<file path="config.mk">
export PLATFORM = sky130hd
export DESIGN_NAME = ts_pid_filter_flat
export DESIGN_NICKNAME = d
export VERILOG_FILES = /design/src/rtl/ts_pid_filter_pkg.sv /design/src/rtl/ts_pid_filter_if.sv /design/src/rtl/ts_pid_filter_sat_counter.sv /design/src/rtl/ts_pid_filter.sv /design/src/flat_wrapper.sv
export SDC_FILE = /design/constraint.sdc
export NUM_CORES = 1
export LEC_CHECK = 0
export BUFFER_PORTS_ARGS = -buffer_cell sky130_fd_sc_hd__buf_2
export CORE_MARGIN = 2
export CORE_UTILIZATION = 40
export DETAILED_ROUTE_END_ITERATION = 10
export HOLD_SLACK_MARGIN = 0.06
export PLACE_DENSITY_LB_ADDON = 0.05
export SLEW_MARGIN = 25
export SYNTH_ARGS = -nofsm -noshare
export SYNTH_HDL_FRONTEND = slang
export SYNTH_HIERARCHICAL = 1
export SYNTH_SLANG_ARGS = --single-unit
</file>
<file path="constraint.sdc">
create_clock -name clk -period 3.6 [get_ports clk]
set_clock_uncertainty 0.15 [all_clocks]
set_input_delay 0.54 -clock clk [delete_from_list [all_inputs] [get_ports clk]]
set_output_delay 0.54 -clock clk [all_outputs]
set_load 0.01 [all_outputs]
</file>
<file path="src/rtl/ts_pid_filter_pkg.sv">
// Shared MPEG-TS constants, header field offsets and types for the PID filter.
package ts_pkg;

  localparam int          TS_PKTLEN   = 188;
  localparam logic [7:0]  TS_SYNC     = 8'h47;
  localparam logic [12:0] TS_NULL_PID = 13'h1FFF;

  // Byte offsets of the transport header fields within a packet.
  localparam int TS_OFS_PID_HI = 1;
  localparam int TS_OFS_PID_LO = 2;
  localparam int TS_OFS_CC     = 3;

  // Bit positions inside the header bytes.
  localparam int TS_BIT_TEI     = 7;
  localparam int TS_BIT_PAYLOAD = 4;

  typedef enum logic [1:0] {
    HUNT,
    HDR,
    BODY
  } ts_state_t;

  // One hold-line slot: a byte plus its sync marker and an occupancy flag.
  typedef struct packed {
    logic       vld;
    logic       sync;
    logic [7:0] data;
  } ts_hold_t;

endpackage

</file>
<file path="src/rtl/ts_pid_filter_if.sv">
// Byte-stream bundle between the framer, the PID filter and the next stage.
interface ts_pid_filter_if;

  logic [7:0] din;
  logic       dinsync;
  logic       dinstb;
  logic       locked;
  logic [7:0] dout;
  logic       doutsync;
  logic       doutstb;
  logic       doutabort;
  logic       ccerr;

  // The filter consumes the framer stream and produces the filtered stream.
  modport slave (
    input  din, dinsync, dinstb, locked,
    output dout, doutsync, doutstb, doutabort, ccerr
  );

  // The environment drives the framer side and observes the filtered side.
  modport master (
    output din, dinsync, dinstb, locked,
    input  dout, doutsync, doutstb, doutabort, ccerr
  );

endinterface

</file>
<file path="src/rtl/ts_pid_filter_sat_counter.sv">
// Saturating event counter used for the filter statistics.
module sat_counter #(
  parameter int W = 16
) (
  input  logic         clk,
  input  logic         resetb,
  input  logic         inc,
  input  logic         clr,
  output logic [W-1:0] cnt
);

  // Count events, sticking at all-ones instead of wrapping.
  always_ff @(posedge clk) begin
    if (!resetb || clr) begin
      cnt <= '0;
    end else if (inc && (cnt != {W{1'b1}})) begin
      cnt <= cnt + 1'b1;
    end
  end

endmodule

</file>
<file path="src/rtl/ts_pid_filter.sv">
// Single-PID filter for a framed MPEG-TS byte stream with continuity checking.
module ts_pid_filter import ts_pkg::*; #(
  parameter int PKTLEN   = TS_PKTLEN,
  parameter int CNTW     = 16,
  parameter bit DROP_TEI = 1'b1
) (
  input  logic            clk,
  input  logic            resetb,
  ts_pid_filter_if.slave  bus,
  input  logic [12:0]     cfg_pid,
  input  logic            cfg_en,
  output logic [CNTW-1:0] pktcnt,
  output logic [CNTW-1:0] dropcnt,
  output logic [CNTW-1:0] ccerrcnt
);

  localparam int              IDXW       = $clog2(PKTLEN);
  localparam logic [IDXW-1:0] IDX_LAST   = IDXW'(PKTLEN - 1);
  localparam logic [IDXW-1:0] IDX_PID_LO = IDXW'(TS_OFS_PID_LO);
  localparam logic [IDXW-1:0] IDX_CC     = IDXW'(TS_OFS_CC);
  localparam logic [IDXW-1:0] IDX_ONE    = IDXW'(1);

  ts_state_t       state;
  ts_state_t       stateNext;
  logic [IDXW-1:0] idx;
  logic [IDXW-1:0] idxNew;
  ts_hold_t        s0;
  ts_hold_t        s1;
  logic            passR;
  logic            fwdActive;
  logic            ccValid;
  logic [3:0]      lastCc;
  logic [3:0]      ccExp;
  logic [12:0]     cfgPidQ;
  logic [12:0]     pid;

  logic inPkt, atEnd, lossLock, goodSync, badSync, wrap, loss, huntSync, accept;
  logic passComb, atPid, atCc, qual, emit, ccChk, ccBad, abort;
  logic pktInc, dropInc;

  // Classify the current cycle: accepted byte, re-sync, or loss of framing.
  always_comb begin
    inPkt    = (state != HUNT);
    atEnd    = (idx == IDX_LAST);
    lossLock = inPkt & ~bus.locked;
    goodSync = inPkt & bus.locked & bus.dinstb &  bus.dinsync &  atEnd;
    badSync  = inPkt & bus.locked & bus.dinstb &  bus.dinsync & ~atEnd;
    wrap     = inPkt & bus.locked & bus.dinstb & ~bus.dinsync &  atEnd;
    loss     = lossLock | badSync | wrap;
    huntSync = (state == HUNT) & bus.locked & bus.dinstb & bus.dinsync;
    accept   = (inPkt & bus.locked & bus.dinstb & ~loss) | huntSync;
    idxNew   = bus.dinsync ? '0 : idx + 1'b1;
  end

  // State register.
  always_ff @(posedge clk) begin
    if (!resetb) begin
      state <= HUNT;
    end else begin
      state <= stateNext;
    end
  end

  // Next-state logic: track header and body phases, fall back to HUNT on loss.
  always_comb begin
    stateNext = state;
    case (state)
      HUNT: if (huntSync) stateNext = HDR;
      HDR: begin
        if (loss) begin
          stateNext = HUNT;
        end else if (accept && (idxNew == IDX_CC)) begin
          stateNext = BODY;
        end
      end
      BODY: begin
        if (loss) begin
          stateNext = HUNT;
        end else if (goodSync) begin
          stateNext = HDR;
        end
      end
      default: stateNext = HUNT;
    endcase
  end

  // Output decisions: PID match, emission qualifier, continuity check, abort.
  always_comb begin
    pid      = {s1.data[4:0], bus.din};
    passComb = (pid != TS_NULL_PID) && (!cfg_en || (pid == cfg_pid)) &&
               !(DROP_TEI && s1.data[TS_BIT_TEI]);
    atPid    = accept && (idxNew == IDX_PID_LO);
    atCc     = accept && (idxNew == IDX_CC);
    qual     = atPid ? passComb : passR;
    emit     = accept && s0.vld && qual;
    ccExp    = lastCc + 4'd1;
    ccChk    = atCc && passR && bus.din[TS_BIT_PAYLOAD];
    ccBad    = ccChk && ccValid && (bus.din[3:0] != ccExp) && (bus.din[3:0] != lastCc);
    abort    = loss && passR && fwdActive;
    pktInc   = atPid && passComb;
    dropInc  = atPid && !passComb;
  end

  // Hold line, packet bookkeeping and registered outputs.
  always_ff @(posedge clk) begin
    if (!resetb) begin
      idx           <= '0;
      s0            <= '0;
      s1            <= '0;
      passR         <= 1'b0;
      fwdActive     <= 1'b0;
      ccValid       <= 1'b0;
      lastCc        <= '0;
      cfgPidQ       <= '0;
      bus.dout      <= '0;
      bus.doutsync  <= 1'b0;
      bus.doutstb   <= 1'b0;
      bus.doutabort <= 1'b0;
      bus.ccerr     <= 1'b0;
    end else begin
      bus.dout      <= '0;
      bus.doutsync  <= 1'b0;
      bus.doutstb   <= 1'b0;
      bus.doutabort <= abort;
      bus.ccerr     <= ccBad;
      cfgPidQ       <= cfg_pid;
      if (loss) begin
        idx       <= '0;
        s0        <= '0;
        s1        <= '0;
        passR     <= 1'b0;
        fwdActive <= 1'b0;
        ccValid   <= 1'b0;
      end else if (accept) begin
        if (emit) begin
          bus.doutstb  <= 1'b1;
          bus.dout     <= s0.data;
          bus.doutsync <= s0.sync;
        end
        s0  <= s1;
        s1  <= '{vld: 1'b1, sync: bus.dinsync, data: bus.din};
        idx <= idxNew;
        if (atPid) begin
          passR <= passComb;
        end
        if (emit && (idxNew == IDX_PID_LO)) begin
          fwdActive <= 1'b1;
        end else if (emit && (idxNew == IDX_ONE)) begin
          fwdActive <= 1'b0;
        end
        if (ccChk) begin
          lastCc  <= bus.din[3:0];
          ccValid <= 1'b1;
        end
      end
      if (cfg_pid != cfgPidQ) begin
        ccValid <= 1'b0;
      end
    end
  end

  sat_counter #(.W(CNTW)) u_pktcnt (
    .clk    (clk),
    .resetb (resetb),
    .inc    (pktInc),
    .clr    (1'b0),
    .cnt    (pktcnt)
  );

  sat_counter #(.W(CNTW)) u_dropcnt (
    .clk    (clk),
    .resetb (resetb),
    .inc    (dropInc),
    .clr    (1'b0),
    .cnt    (dropcnt)
  );

  sat_counter #(.W(CNTW)) u_ccerrcnt (
    .clk    (clk),
    .resetb (resetb),
    .inc    (ccBad),
    .clr    (1'b0),
    .cnt    (ccerrcnt)
  );

endmodule

</file>
<file path="src/flat_wrapper.sv">
// flat-port wrapper written by rule: the top's interface ports become plain ports
module ts_pid_filter_flat import ts_pkg::*;
#(
  parameter int PKTLEN   = TS_PKTLEN,
  parameter int CNTW     = 16,
  parameter bit DROP_TEI = 1'b1
)
  (clk, resetb, cfg_pid, cfg_en, pktcnt, dropcnt, ccerrcnt, bus_din, bus_dinsync, bus_dinstb, bus_locked, bus_dout, bus_doutsync, bus_doutstb, bus_doutabort, bus_ccerr);
  ts_pid_filter_if bus_i ();
  input  logic clk;
  input  logic resetb;
  input  logic [12:0] cfg_pid;
  input  logic cfg_en;
  output logic [CNTW-1:0] pktcnt;
  output logic [CNTW-1:0] dropcnt;
  output logic [CNTW-1:0] ccerrcnt;
  input wire logic [$bits(bus_i.din)-1:0] bus_din;
  input wire logic [$bits(bus_i.dinsync)-1:0] bus_dinsync;
  input wire logic [$bits(bus_i.dinstb)-1:0] bus_dinstb;
  input wire logic [$bits(bus_i.locked)-1:0] bus_locked;
  output wire logic [$bits(bus_i.dout)-1:0] bus_dout;
  output wire logic [$bits(bus_i.doutsync)-1:0] bus_doutsync;
  output wire logic [$bits(bus_i.doutstb)-1:0] bus_doutstb;
  output wire logic [$bits(bus_i.doutabort)-1:0] bus_doutabort;
  output wire logic [$bits(bus_i.ccerr)-1:0] bus_ccerr;
  assign bus_i.din = bus_din;
  assign bus_i.dinsync = bus_dinsync;
  assign bus_i.dinstb = bus_dinstb;
  assign bus_i.locked = bus_locked;
  assign bus_dout = bus_i.dout;
  assign bus_doutsync = bus_i.doutsync;
  assign bus_doutstb = bus_i.doutstb;
  assign bus_doutabort = bus_i.doutabort;
  assign bus_ccerr = bus_i.ccerr;
  ts_pid_filter #(.PKTLEN(PKTLEN), .CNTW(CNTW), .DROP_TEI(DROP_TEI)) u_core (.clk(clk), .resetb(resetb), .bus(bus_i), .cfg_pid(cfg_pid), .cfg_en(cfg_en), .pktcnt(pktcnt), .dropcnt(dropcnt), .ccerrcnt(ccerrcnt));
endmodule
</file>
Word level (Yosys, flattened, before mapping)
Cells that the tools add are included.

storage, ports and cells
  output and inout bits = 60
  logic and storage cells = 111
  bits of input ports = 27
  register bits after elaboration = 110

cells by class
  reduce and logical (&&, ||, !) cells = 35
  add/sub/neg operators = 5
  bitwise operators = 22
  mux-type cells = 11
  equal/unequal tests = 17

operator list
  operator                                                                  number
  16-bit by 1-bit adder with 16-bit output (second input constant)          3
  16-bit inequality test (second input constant)                            3
  1-bit logical AND                                                         20
  8-bit by 2-bit equality test with 1-bit output (second input constant)    2
  13-bit equality test                                                      1
  13-bit inequality test                                                    1
  13-bit inequality test (second input constant)                            1
  1-bit bitwise AND                                                         12
  2-bit 2-to-1 mux                                                          5
  8-bit by 1-bit adder with 8-bit output (second input constant)            1
  8-bit by 1-bit equality test with 1-bit output (second input constant)    1
  8-bit equality test (second input constant)                               1
  8-bit 2-to-1 mux                                                          1
  4-bit inequality test                                                     2
  1-bit inverter                                                            7
  3-bit by 1-bit inequality test with 1-bit output (second input constant)  2
  2-bit one-hot mux with 3 select lines                                     1
  3-bit AND reduction                                                       2
  3-bit OR reduction                                                        2
  4-bit by 1-bit adder with 4-bit output (second input constant)            1
  1-bit 2-to-1 mux                                                          4
  2-bit AND reduction                                                       2
  2-bit nonzero test                                                        2
  4-bit OR reduction                                                        1
  8 further kinds                                                           12

Longest topological paths before layout
  depth in word-level cells = 17
  gate-level depth with buffers = 12
  gate-level depth less buffers = 11

Modules after synthesis
Netlist, hierarchy kept.

by module, submodules not included
  module         area each (um^2)  times used  seq. area each (um^2)  cells each
  ts_pid_filter  3016.6            1           1241.2                 343
  sat_counter    862.1             3           320.3                  94

Least setup slack after synthesis
OpenSTA, ideal clock, no wires.

  kind = register to register
  start = register u_core.idx[1]
  end = register u_core.u_pktcnt.cnt[7]
  setup time = 0.071 ns
  required time = 3.379 ns
  arrival time = 3.202 ns
  period minus slack after synthesis = 3.422 ns
  cell stages (with the launch flop) = 13
  path buffers = 1
  setup slack = 0.178 ns
  cells stage by stage = dfxtp_1 -> ha_1 -> and4_1 -> a211oi_1 -> nor3_1 -> or4_4 -> or3_4 -> buf_6 -> inv_2 -> and3_2 -> nand3_1 -> or4_1 -> a21oi_1

on the way
  word-level cells in the longest chain between the ends = 11
  elaborated cells on any way between the ends = 15
  those cells by class = add/sub: 1; eq/ne: 2; mux: 1; bitwise: 8; reduce/logical: 3

RTL lines
  element                                                                                         RTL line                         RTL
  start, declared                                                                                 ts_pid_filter.sv:25              logic [IDXW-1:0] idx;
  start signal, assigned                                                                          ts_pid_filter.sv:142             idx <= idxNew;
  parallel branches: the longest is 8 deep, another holds 8-bit by 1-bit adder with 8-bit output  n/a
  1-bit logical AND (*)                                                                           ts_pid_filter.sv:92              atPid = accept && (idxNew == IDX_PID_LO);
  1-bit logical AND (*)                                                                           ts_pid_filter.sv:100             pktInc = atPid && passComb;
  net u_core.pktInc                                                                               ts_pid_filter.sv:39              logic pktInc, dropInc;
  1-bit logical AND (*)                                                                           ts_pid_filter_sat_counter.sv:16  end else if (inc && (cnt != {W{1'b1}})) begin
  end signal, assigned                                                                            ts_pid_filter_sat_counter.sv:17  cnt <= cnt + 1'b1;
  end, declared                                                                                   ts_pid_filter_sat_counter.sv:9   output logic [W-1:0] cnt

Mark *: on every way through the listed nets, which the timed path passes.
A chain may end at the register's enable or synchronous reset.

Worst setup path in the final report
Same ends and word-level chain as after synthesis.

==> impl_metrics.json <==
{
  "status": "finished clean",
  "rsz0062_at_grt": "false",
  "period_share": 0.951,
  "crit_required_ns": 3.73,
  "fillCellCount": 1397,
  "leakage_nw": 2.62,
  "ys_types": 68,
  "path_clk_slew_ns": 0.07,
  "worstPathArrival_ns": 3.55,
  "netlist_instances": 625,
  "root_buffer": "clkbuf_16",
  "min-delay-start": "bus_locked",
  "cts_buffer_depth": 2,
  "place_area_sq_mm": 0.00628,
  "end_kind": "flop",
  "utilization": 0.477,
  "die_x_microns": 122,
  "fin_tns_setup_ns": 0,
  "viasPerCell": 5.48,
  "port_buffers": 86,
  "die_height_microns": 122,
  "crit_path_start_kind": "flop",
  "ys.flop_type": "dfxtp_1",
  "top_level_ports": 87,
  "async_flop_share": 0,
  "finalSetupViolations": 0,
  "grt_start_max_net_pins": 33,
  "yosysSeqAreaShare": 0.393,
  "maxCapViolCount": 0,
  "grt_pass1_vias": 4598,
  "grt_pass1_wl_microns": 22300,
  "synth_top_area_share": 0.393,
  "postLayoutCellArea_sq_mm": 0.00657,
  "drtIter0Drc": 284,
  "antenna_left": 0,
  "antenna_found_initial": 0,
  "hold_violations": 0,
  "hold_ws_ns": 0.262,
  "power_w": 0.00233,
  "crit-reg2reg-capture": "u_core/u_pktcnt/cnt[7]$_SDFFE_PP0P_",
  "yosysMostFrequentCell": "dfxtp_1",
  "ys_top_cells_by_count": "dfxtp_1, nor2_1, nand2_1",
  "fin_nets": 747,
  "r2r_start": "u_core/idx[1]$_SDFFE_PP0N_",
  "drive_gt1_frac": 0.228,
  "hpwlAfterDp_microns": 9950,
  "routed_wl_microns": 13600,
  "area_growth_pct": 17.3,
  "cp_max_fo": 6,
  "ys_warn_count": 6,
  "synth_area_sq_mm": 0.00560,
  "fmax_mhz": 292,
  "clk_latency_ns": 0.35,
  "final-seq-area_sq_mm": 0.00220,
  "reg2reg_depth": 11,
  "critPathKind": "flop to flop",
  "cts_hold_buf": 0,
  "worstMarginPinSlew_ns": 0.776,
  "cts_sinks": 110,
  "n_antenna_cell": 0,
  "overflow": 0,
  "max_slew_margin": 0.482,
  "detailedRoute.firstPassIterationCount": 6,
  "track_usage": 0.185,
  "tritoncts": "built",
  "die-area_sq_mm": 0.0150,
  "slew_violations": 0,
  "coreArea_sq_mm": 0.0138,
  "yosysTopAreaCell": "dfxtp_1",
  "finalWorstPathRequiredPeriod_ns": 3.42,
  "drt-wirelength-per-cell_microns": 15.1,
  "hold_depth": 2,
  "reg2reg_slack_ns": 0.18,
  "cts_resized": 0,
  "synthTopCellsByArea": "dfxtp_1, nor2_1, mux2i_1",
  "remaining_drc_errors": 0,
  "num_vias": 4931,
  "min_path_type": "input pin to flop",
  "synth_edf_count": 0,
  "cts_buffers": 9,
  "cts_setup_buffers": 0,
  "yosys_register_bits": 110,
  "ir_drop_mv": 0.205,
  "cts.htree.levels": 3,
  "initial_core_util": 0.407,
  "gp_congestion": 0.811,
  "rows": 43,
  "p_per_area_mw_per_mm2": 355,
  "syn_area_per_cell_sq_um": 8.96,
  "hold_end": "u_core/bus.doutabort$_SDFF_PN0_",
  "multi_input_area_sq_mm": 0.00325
}
[cell families (layout without fill, tap and decap cells)]
logic type               Yosys count  after routing  share of synthesized area
AO/OA/AOI/OAI                    140            140                      0.181
AND/OR/NAND/NOR                  267            267                      0.288
multiplexers                      18             18                     0.0322
buffers and inverters             47            136                     0.0355
adder cells (fa/ha/maj)            5              5                     0.0112
XOR/XNOR                          37             37                     0.0578
other                              1              6                   0.000669
flip-flops                       110            110                      0.393
[cell usage in the layout (no fill, tap or decap), types with 9 or more instances in the layout]
| cell type | n |
|---|---|
| buf_2 | 86 |
| nor3_1 | 10 |
| o41ai_1 | 10 |
| or4_1 | 15 |
| inv_1 | 20 |
| xor2_1 | 18 |
| xnor2_1 | 19 |
| dfxtp_1 | 108 |
| o21ai_0 | 14 |
| nor2_1 | 49 |
| buf_4 | 14 |
| clkbuf_16 | 9 |
| nand4_2 | 9 |
| mux2i_1 | 18 |
| o21ai_1 | 13 |
| nand2_1 | 47 |
| nand3_1 | 32 |
| o31ai_1 | 13 |
| a31oi_1 | 16 |
| and4_1 | 12 |
| a21oi_1 | 26 |
| nand4_1 | 14 |
| and2_1 | 26 |
| o311ai_1 | 9 |
[how the worst max path moves through the flow]
stage | start | to | slack, ns | cells past startpoint
finish | u_core/idx[1]$_SDFFE_PP0N_ | u_core/u_pktcnt/cnt[7]$_SDFFE_PP0P_ | 0.18 | 11
global route | u_core/idx[1]$_SDFFE_PP0N_ | u_core/u_pktcnt/cnt[15]$_SDFFE_PP0P_ | 0.01 | 11
CTS | u_core/idx[1]$_SDFFE_PP0N_ | u_core/u_pktcnt/cnt[7]$_SDFFE_PP0P_ | 0.10 | 11
detailed placement | bus_dinsync | u_core/u_ccerrcnt/cnt[7]$_SDFFE_PP0P_ | 0.1 | 12
global placement | bus_dinsync | u_core/u_pktcnt/cnt[7]$_SDFFE_PP0P_ | 0.14 | 10
floorplan | u_core/idx[1]$_SDFFE_PP0N_ | u_core/u_pktcnt/cnt[7]$_SDFFE_PP0P_ | 0.18 | 12
[power by group]
part / internal, W / switching (W) / total [W]
Sequential: 0.00123 / 0.00000992 / 0.00124
Combinational: 0.0000576 / 0.0000886 / 0.000146
Clock: 0.000503 / 0.000443 / 0.000946
[worst max-delay path, stage by stage (launching register included)]
cell     delay [ns]
dfxtp_2        0.37
ha_1           0.18
and4_2         0.26
and4_4         0.25
nor3_1         0.07
or4_4          0.57
or3_4          0.37
inv_2          0.09
and3_2         0.25
nand3_1        0.15
or4_1          0.51
a21oi_1        0.15
[sequential cells by signal, indices dropped and copies added, names as in the netlist]
signal / cells
u_core/bus.doutabort: 1
u_core/bus.dout: 8
u_core/cfgPidQ: 13
u_core/s1: 5
u_core/passR: 1
u_core/lastCc: 4
u_core/fwdActive: 1
u_core/idx: 8
u_core/bus.doutstb: 1
u_core/bus.doutsync: 1
u_core/u_ccerrcnt/cnt: 16
u_core/u_pktcnt/cnt: 16
u_core/bus.ccerr: 1
u_core/state: 2
u_core/ccValid: 1
u_core/u_dropcnt/cnt: 16
u_core/s0: 10
u_core/pid: 5
[through the flow]
stage / cells / setup slack [ns]
final: 899 / 0.176
after floorplan: 630 / 0.178
after global routing: 899 / 0.0136
after CTS: 899 / 0.101
after detailed placement: 884 / 0.0974
after global placement: 884 / 0.143
[routing by layer]
| layer | part of all wire | track usage |
|---|---|---|
| met1 | 0.46 | 0.230 |
| met2 | 0.49 | 0.314 |
| met3 | 0.034 | 0.0441 |
| met4 | 0.014 | 0.0582 |
| met5 | 0 | 0 |
[final cells by class]
type | count | area share
Timing Repair Buffer | 100 | 0.0815
Tap cell | 180 | 0.0343
Clock inverter | 3 | 0.00305
Sequential cell | 110 | 0.335
Clock buffer | 12 | 0.0390
Multi-Input combinational cell | 473 | 0.495
Inverter | 21 | 0.0120
(Power assumes the default switching activity.)
